===== src/rtl/alu_op_sequencer.sv =====
// Command front-end for the 32-bit ALU: accepts one op at a time, sequences
// single-pass, EQ (one SUB pass) and MUL (shift-add through ALU ADD) commands.
module alu_op_sequencer #(
    parameter int WIDTH    = 32,
    parameter int MUL_ITER = 32
) (
    input  logic             clk,
    input  logic             rst,
    input  logic             req_valid,
    output logic             req_ready,
    input  logic [3:0]       req_op,
    input  logic [WIDTH-1:0] req_a,
    input  logic [WIDTH-1:0] req_b,
    output logic [3:0]       ALU_Control,
    output logic [WIDTH-1:0] operand_A,
    output logic [WIDTH-1:0] operand_B,
    input  logic [WIDTH-1:0] ALU_result,
    input  logic             zero,
    output logic             rsp_valid,
    input  logic             rsp_ready,
    output logic [WIDTH-1:0] rsp_result,
    output logic             rsp_zero
);

    localparam int CNT_W = (MUL_ITER > 1) ? $clog2(MUL_ITER) : 1;
    localparam logic [CNT_W-1:0] CNT_LAST = CNT_W'(MUL_ITER - 1);

    localparam logic [3:0] OP_AND = 4'b0000;
    localparam logic [3:0] OP_OR  = 4'b0001;
    localparam logic [3:0] OP_ADD = 4'b0010;
    localparam logic [3:0] OP_SUB = 4'b0110;
    localparam logic [3:0] OP_SLT = 4'b0111;
    localparam logic [3:0] OP_NOR = 4'b1100;
    localparam logic [3:0] OP_EQ  = 4'b1001;
    localparam logic [3:0] OP_MUL = 4'b1000;

    typedef enum logic [1:0] {
        IDLE,
        EXEC,
        MUL,
        DONE
    } state_t;

    state_t           state;
    logic             is_eq;
    logic [WIDTH-1:0] mcand;
    logic [WIDTH-1:0] mplier;
    logic [CNT_W-1:0] cnt;

    // ALU drive is registered and set up one edge ahead of the cycle that uses
    // it; during MUL, operand_A doubles as the product accumulator.
    always_ff @(posedge clk) begin
        if (rst) begin
            state       <= IDLE;
            req_ready   <= 1'b1;
            rsp_valid   <= 1'b0;
            rsp_result  <= '0;
            rsp_zero    <= 1'b0;
            ALU_Control <= OP_ADD;
            operand_A   <= '0;
            operand_B   <= '0;
            is_eq       <= 1'b0;
            mcand       <= '0;
            mplier      <= '0;
            cnt         <= '0;
        end else begin
            case (state)
                IDLE: begin
                    if (req_valid && req_ready) begin
                        req_ready <= 1'b0;
                        case (req_op)
                            OP_AND, OP_OR, OP_ADD, OP_SUB, OP_SLT, OP_NOR: begin
                                ALU_Control <= req_op;
                                operand_A   <= req_a;
                                operand_B   <= req_b;
                                is_eq       <= 1'b0;
                                state       <= EXEC;
                            end
                            OP_EQ: begin
                                ALU_Control <= OP_SUB;
                                operand_A   <= req_a;
                                operand_B   <= req_b;
                                is_eq       <= 1'b1;
                                state       <= EXEC;
                            end
                            OP_MUL: begin
                                ALU_Control <= OP_ADD;
                                operand_A   <= '0;
                                operand_B   <= req_b[0] ? req_a : '0;
                                mcand       <= req_a;
                                mplier      <= req_b;
                                cnt         <= '0;
                                state       <= MUL;
                            end
                            default: begin
                                rsp_result <= '0;
                                rsp_zero   <= 1'b1;
                                rsp_valid  <= 1'b1;
                                state      <= DONE;
                            end
                        endcase
                    end
                end
                EXEC: begin
                    if (is_eq) begin
                        rsp_result <= {{(WIDTH-1){1'b0}}, zero};
                        rsp_zero   <= ~zero;
                    end else begin
                        rsp_result <= ALU_result;
                        rsp_zero   <= (ALU_result == '0);
                    end
                    ALU_Control <= OP_ADD;
                    operand_A   <= '0;
                    operand_B   <= '0;
                    rsp_valid   <= 1'b1;
                    state       <= DONE;
                end
                MUL: begin
                    mcand  <= mcand << 1;
                    mplier <= mplier >> 1;
                    cnt    <= cnt + CNT_W'(1);
                    if (cnt == CNT_LAST) begin
                        rsp_result  <= ALU_result;
                        rsp_zero    <= zero;
                        rsp_valid   <= 1'b1;
                        ALU_Control <= OP_ADD;
                        operand_A   <= '0;
                        operand_B   <= '0;
                        state       <= DONE;
                    end else begin
                        // next partial product uses the next multiplier bit
                        operand_A <= ALU_result;
                        operand_B <= mplier[1] ? (mcand << 1) : '0;
                    end
                end
                DONE: begin
                    if (rsp_ready) begin
                        rsp_valid <= 1'b0;
                        req_ready <= 1'b1;
                        state     <= IDLE;
                    end
                end
                default: state <= IDLE;
            endcase
        end
    end

endmodule


===== config.mk =====
export PLATFORM = sky130hd
export DESIGN_NAME = alu_op_sequencer
export DESIGN_NICKNAME = d
export VERILOG_FILES = /design/src/rtl/alu_op_sequencer.sv
export SDC_FILE = /design/constraint.sdc
export NUM_CORES = 1
export LEC_CHECK = 0
export CAP_MARGIN = 25
export CORE_AREA = 2 2 137 139
export CTS_BUF_LIST = sky130_fd_sc_hd__clkbuf_4 sky130_fd_sc_hd__clkbuf_8
export DETAILED_ROUTE_END_ITERATION = 7
export DIE_AREA = 0 0 139 141
export GPL_TIMING_DRIVEN = 0
export PLACE_DENSITY = 0.82
export SLEW_MARGIN = 40
export SYNTH_ARGS = -nofsm -noshare
export SYNTH_HDL_FRONTEND = slang
export SYNTH_SLANG_ARGS = --single-unit

===== constraint.sdc =====
create_clock -name clk -period 3.3 [get_ports clk]
set_input_delay 0.495 -clock clk [delete_from_list [all_inputs] [get_ports clk]]
set_output_delay 0.495 -clock clk [all_outputs]
set_load 0.05 [all_outputs]

Yosys cells after proc, flatten, opt, wreduce, memory -nomap -nowiden
Cells that the tools add are included.
{"block": "op_classes", "n_mux": 45, "n_bitwise": 1, "eq_ne": 18, "n_reduce_logical": 19, "n_addsub": 1}
{"op": "$mux W32", "n": 12}
{"op": "$pmux W32 S3", "n": 3}
{"op": "$pmux W32 S2", "n": 3}
{"op": "$mux W31", "n": 2}
{"op": "$pmux W31 S2", "n": 1}
{"op": "$logic_not A32 Y1", "n": 1}
{"op": "$pmux W4 S3", "n": 2}
{"op": "$reduce_and A3 Y1", "n": 5}
{"op": "$eq A4 B4 Y1 const B", "n": 3}
{"op": "$reduce_and A4 Y1", "n": 3}
{"op": "$mux W5", "n": 2}
{"op": "$pmux W5 S2", "n": 1}
{"op": "$eq A4 B3 Y1 const B", "n": 2}
{"op": "$mux W1", "n": 8}
{"op": "$mux W4", "n": 2}
{"op": "$ne A2 B2 Y1 const B", "n": 4}
{"op": "$pmux W2 S4", "n": 1}
{"op": "$reduce_or A8 Y1", "n": 1}
{"op": "$reduce_or A7 Y1", "n": 1}
{"op": "$mux W2", "n": 3}
{"op": "$reduce_bool A2 Y1", "n": 3}
{"op": "$reduce_or A6 Y1", "n": 1}
{"op": "$add A5 B1 Y5 const B", "n": 1}
{"op": "$eq A5 B5 Y1 const B", "n": 1}
{"op": "16 further kinds", "n": 18}
{"block": "word_totals", "output_inout_bits": 103, "regBits": 174}

Longest topological paths before layout
{"block": "depth", "depth_word": 5, "ltp_mapped": 10, "mapped_depth_nobuf": 8}

Least setup slack after synthesis
No wires, ideal clock.
{"block": "synth_timing", "kind": "in2reg", "from": "in req_op[1]", "to": "reg operand_B[22]", "cell_stages": 8, "arrival_ps": 1813, "setup_slack_ps": 1355, "n_path_buf": 3, "setup_time_ps": 132, "required_time_ps": 3168, "cell_sequence": "buf_2 > or4b_1 > clkbuf_1 > buf_2 > nand2_1 > a21oi_1 > a211oi_1 > nor3_1"}
{"block": "synth_between", "elab_chain_len": 5}
{"item": "start, declared", "line_no": "11", "text": "input logic [3:0] req_op,"}
{"item": "$eq A4 B4 Y1 (tied with other cells)", "line_no": "71", "text": "case (req_op)"}
{"item": "$reduce_or A7 Y1 (no source line)"}
{"item": "$pmux W32 S2", "line_no": "71"}
{"item": "$mux W32", "line_no": "69", "text": "if (req_valid && req_ready) begin"}
{"item": "$pmux W32 S3", "line_no": "67", "text": "case (state)"}
{"item": "end signal, assigned", "line_no": "75", "text": "operand_B <= req_b;"}
{"item": "end signal, assigned", "line_no": "82", "text": "operand_B <= req_b;"}
{"item": "end signal, assigned", "line_no": "89", "text": "operand_B <= req_b[0] ? req_a : '0;"}
{"item": "end, declared", "line_no": "16", "text": "output logic [WIDTH-1:0] operand_B,"}
Several ways; a longest one is shown, not always the timed one. The select of a mux whose other input is x is not followed.
A chain may end at the register's enable or synchronous reset.

Final worst setup path
{"block": "layout_timing", "from": "reg state[0]", "to": "reg operand_A[30]"}
{"block": "layout_between", "elab_chain_len": 3}
{"item": "start, declared", "line_no": "44", "text": "state_t state;"}
{"item": "start signal, assigned", "line_no": "54", "text": "state <= IDLE;"}
{"item": "start signal, assigned", "line_no": "77", "text": "state <= EXEC;"}
{"item": "start signal, assigned", "line_no": "84", "text": "state <= EXEC;"}
{"item": "$logic_not A2 Y1 (tied with other cells)", "line_no": "67"}
{"item": "$ne A3 B2 Y1 (no source line) (tied with other cells)"}
{"item": "$reduce_and A3 Y1 (no source line)"}
{"item": "end signal, assigned", "line_no": "74", "text": "operand_A <= req_a;"}
{"item": "end signal, assigned", "line_no": "81", "text": "operand_A <= req_a;"}
{"item": "end signal, assigned", "line_no": "132", "text": "operand_A <= ALU_result;"}
{"item": "end, declared", "line_no": "15", "text": "output logic [WIDTH-1:0] operand_A,"}
Several ways; a longest one is shown, not always the timed one.

==> results.txt <==
- Setup CP Type: register to register
- For this run, the detailed router's first-pass iteration total came to 5.
- Max-Slew Margin vs Limit: between 40 and 50%
- Measured along the x axis, the die boundary spans between 100 and 150 um.
- 0 antenna diodes ended up in the layout.
- In this run the worst hold path is classified as primary input to register.
- Ordered list of cells on the worst path: inv_1 > ha_1 > buf_2 > inv_1 > nor3_1 > clkbuf_1 > a221oi_1 > nor3_1
- DRC violation total after the first TritonRoute iteration: 868
- Fraction of final layout cells with drive strength greater than 1: 6.711%
* Power density over the cells: 966.6 nW/um^2
- A synthesized cell averages 8.381 sq um.
- In this run the vertical extent of the chip is 141 um.
* Total number of vias: 8,426
- After detailed routing, the number of remaining DRC violations is 0.
- Antenna viol nets, final: 0
- Final worst-path setup slack: 476.3 ps
- Maximum fanout count along the critical path: 10
* Top flip-flop cell by instance count after synthesis: sky130_fd_sc_hd__dfxtp_1
- Of the total synthesized cell area, the portion taken by AND, OR, NAND and NOR gates is between 20% and 30%.
- The slowest stage of the critical path belongs to the cell sky130_fd_sc_hd__nor3_1.
* Number of buffers inserted by port buffering: 205
- Final layout net count: 1,290
- In this run the static leakage power is 3.748 nW.
* Post-Syn Nets: 1,066
* Flip-flop and latch count after synthesis: 173
- Post-CTS Resized: 0
- Number of global-route vias before repair: roughly 7,900
* Post-synthesis cell area: 8004 sq um
- After clock tree synthesis, the flow added hold-fix buffers numbering 0.
- Final Slew Violations: 0
- Final WL: approximately 28,000 um
- Sequential cell area fraction in the yosys report: between 40% and 50%
- Largest family of logic cells by synthesized area: simple AND/OR/NAND/NOR gates
- DP Worst Slack: 477.7 ps
* Global-route wire length before repair: 42,880 um
* Slew at the pin closest to its max-slew limit: 850.2 ps
- Global-route total usage across every layer: 27.79%
- Clock-pin slew was measured on the worst setup and hold paths at 90 ps.
- The die covers 19,600 sq um.
- Main area contributors after synthesis: sky130_fd_sc_hd__dfxtp_1 (43%), sky130_fd_sc_hd__a211oi_1 (8.6%), sky130_fd_sc_hd__mux2i_1 (7.5%)
* Post-synth top area share: 43.27%
- CP startpoint kind: register
* Shortest period the worst path allows: 2824 ps
- The number of different library cells used by synthesis comes to 43.
- Post-CTS setup repair buffer count: 0
* Detailed-placement wirelength estimate: around 21,000 um
- Routed vias/inst: 5.909
* Instance count of the mapped netlist: 955
- Entering global routing, the biggest net connects 17 pins.
* Synth-to-Final Area Change: 34.86%
- Post-Route Utilization: 59.09%
* I/O pin count: about 210
- TritonCTS clock tree: yes
- Register-to-Register Setup Slack: 480 ps
- Among all cell types in the netlist, the one instantiated most often is sky130_fd_sc_hd__dfxtp_1.
* Compound-Gate Fraction of Synth Area: 19.84%
- Clock latency at the later pin of the worst-skew pair: 470 ps
* Maximum buffer depth of the clock tree: 2
- Dividing the final minimum period by the clock period gives 85.57%.
- The H-tree was split into 4 levels.
- Fraction of registers with async set/reset: 0%
- Critical path capture point type: register
- Maximum capacitance violations: 0
* Cell type with the highest aggregate area in the netlist: sky130_fd_sc_hd__dfxtp_1
* Initial Utilization: 43.82%
* Number of antenna violations at the first check in global routing: 1
- For the final routed database, the setup TNS stands at 0 ps.
- Routability-driven placement finished with a final weighted congestion of 0.9560.
* Core region area: ~18,000 sq um
- Based on the critical path, the design can be clocked at up to 354.1 MHz.
* Worst vdd ir: 618.2 uV
- After Yosys synthesis, XOR and XNOR cells account for 0% of the synthesized area.
- The hold violation total from the final report was 0.
* Worst Path Required: 3700 ps
- Maximum clock skew at final layout: roughly 10 ps
- TritonCTS created 17 clock buffers.
* Congestion Overflow GR: 0
- In the final routed layout, each cell accounts on average for 19.81 um.
* Number of clock sinks: 173
- The root buffer cell chosen for the clock tree is sky130_fd_sc_hd__clkbuf_8.
- Setup violations, final: 0
* Data arrival at the endpoint of the critical path: 3220 ps
- Share of cell area taken by muxes after synthesis: 7.644%
- On the worst path, the slowest cell contributes a delay of 680 ps.
- The run finished with clean final reports.
- Placement row count: 50
- Most used standard cells in the synthesized netlist: sky130_fd_sc_hd__dfxtp_1 (173), sky130_fd_sc_hd__nor2_1 (136), sky130_fd_sc_hd__a211oi_1 (92)
- Setup repair after global routing left no endpoint under its margin.
- Summing the areas of all fa, ha and maj instances in the mapped netlist gives less than 1% of the synthesized area.
- Yosys warnings: 0
- The synthesized design contains 0 enable-type register cells.
## cell usage in the layout (no fill, tap or decap), types with 32 or more instances in the layout
master	Yosys	final
sky130_fd_sc_hd__a221oi_1	32	32
sky130_fd_sc_hd__nor3_1	67	67
sky130_fd_sc_hd__clkbuf_1	48	48
sky130_fd_sc_hd__mux2i_1	60	60
sky130_fd_sc_hd__a211oi_1	92	92
sky130_fd_sc_hd__dfxtp_1	173	173
sky130_fd_sc_hd__clkdlybuf4s50_1	0	205
sky130_fd_sc_hd__nand2_1	48	48
sky130_fd_sc_hd__nor2_1	136	136
sky130_fd_sc_hd__nand3_1	69	69
sky130_fd_sc_hd__nand2b_1	32	32
sky130_fd_sc_hd__a21oi_1	82	82
## through the flow
stage                     cells  area [sq um]  power [W]  hold WS, ps
after detailed placement   1394         10350   0.008698        457.8
after CTS                  1426         10790    0.01036        350.0
after floorplan             955          8004   0.006899        436.2
after global placement     1394         10350   0.008586        445.9
after global routing       1426         10790    0.01093        374.2
final                      1426         10790    0.01043        364.7
## routing by layer
metal | wire length, um | vias up | global-route usage [%]
li1 | - | 3904 | -
met1 | 11650 | 3970 | 35.44
met2 | 12990 | 446 | 45.09
met3 | 2223 | 104 | 5.944
met4 | 1376 | 2 | 13.24
met5 | 15 | - | 0
## critical path, delay by kind of cell, from the launching register on
kind	cells	cell delay, ps
buf+inv	4	930
simple gates	2	860
flops	1	390
fa+ha+maj	1	340
compound gates	1	220
## sequential cells by signal (all words and copies together) (netlist names), 2 cells and up
signal,flops
rsp_result,32
ALU_Control,4
mcand,31
mplier,31
cnt,5
operand_B,32
operand_A,32
state,2
## report_power, final
part	total, W	switching, W	internal, W
logic	0.00576	0.00377	0.00199
registers	0.00300	0.000342	0.00266
clock network	0.00167	0.000783	0.000890
total	0.0104	0.00490	0.00554
## logic make-up after synthesis
logic type               count (synthesis)
flip-flops                             173
AO/OA/AOI/OAI                          232
buffers and inverters                  104
AND/OR/NAND/NOR                        379
adder cells (fa/ha/maj)                  6
multiplexers                            61
## worst paths after layout
check | start | to | cells after the start
min reg2reg | rsp_result[28]$_SDFFE_PP0P_ | rsp_result[28]$_SDFFE_PP0P_ | 2
max | state[0]$_SDFFE_PP0P_ | operand_A[30]$_SDFFE_PP0P_ | 8
min | req_op[0] | ALU_Control[0]$_SDFFE_PP0P_ | 3
max reg2reg | state[0]$_SDFFE_PP0P_ | operand_A[30]$_SDFFE_PP0P_ | 8
## cell type report
class                      count  area (sq um)
multi-input combinational    678          4045
timing repair buffer         205          2052
clock inverter                10         161.4
tap                          234         292.8
sequential                   173          3463
inverter                      11         41.29
buffer                        93         454.2
fill                        1629          7473
clock buffer                  22         284.0
(Power assumes the default switching activity.)
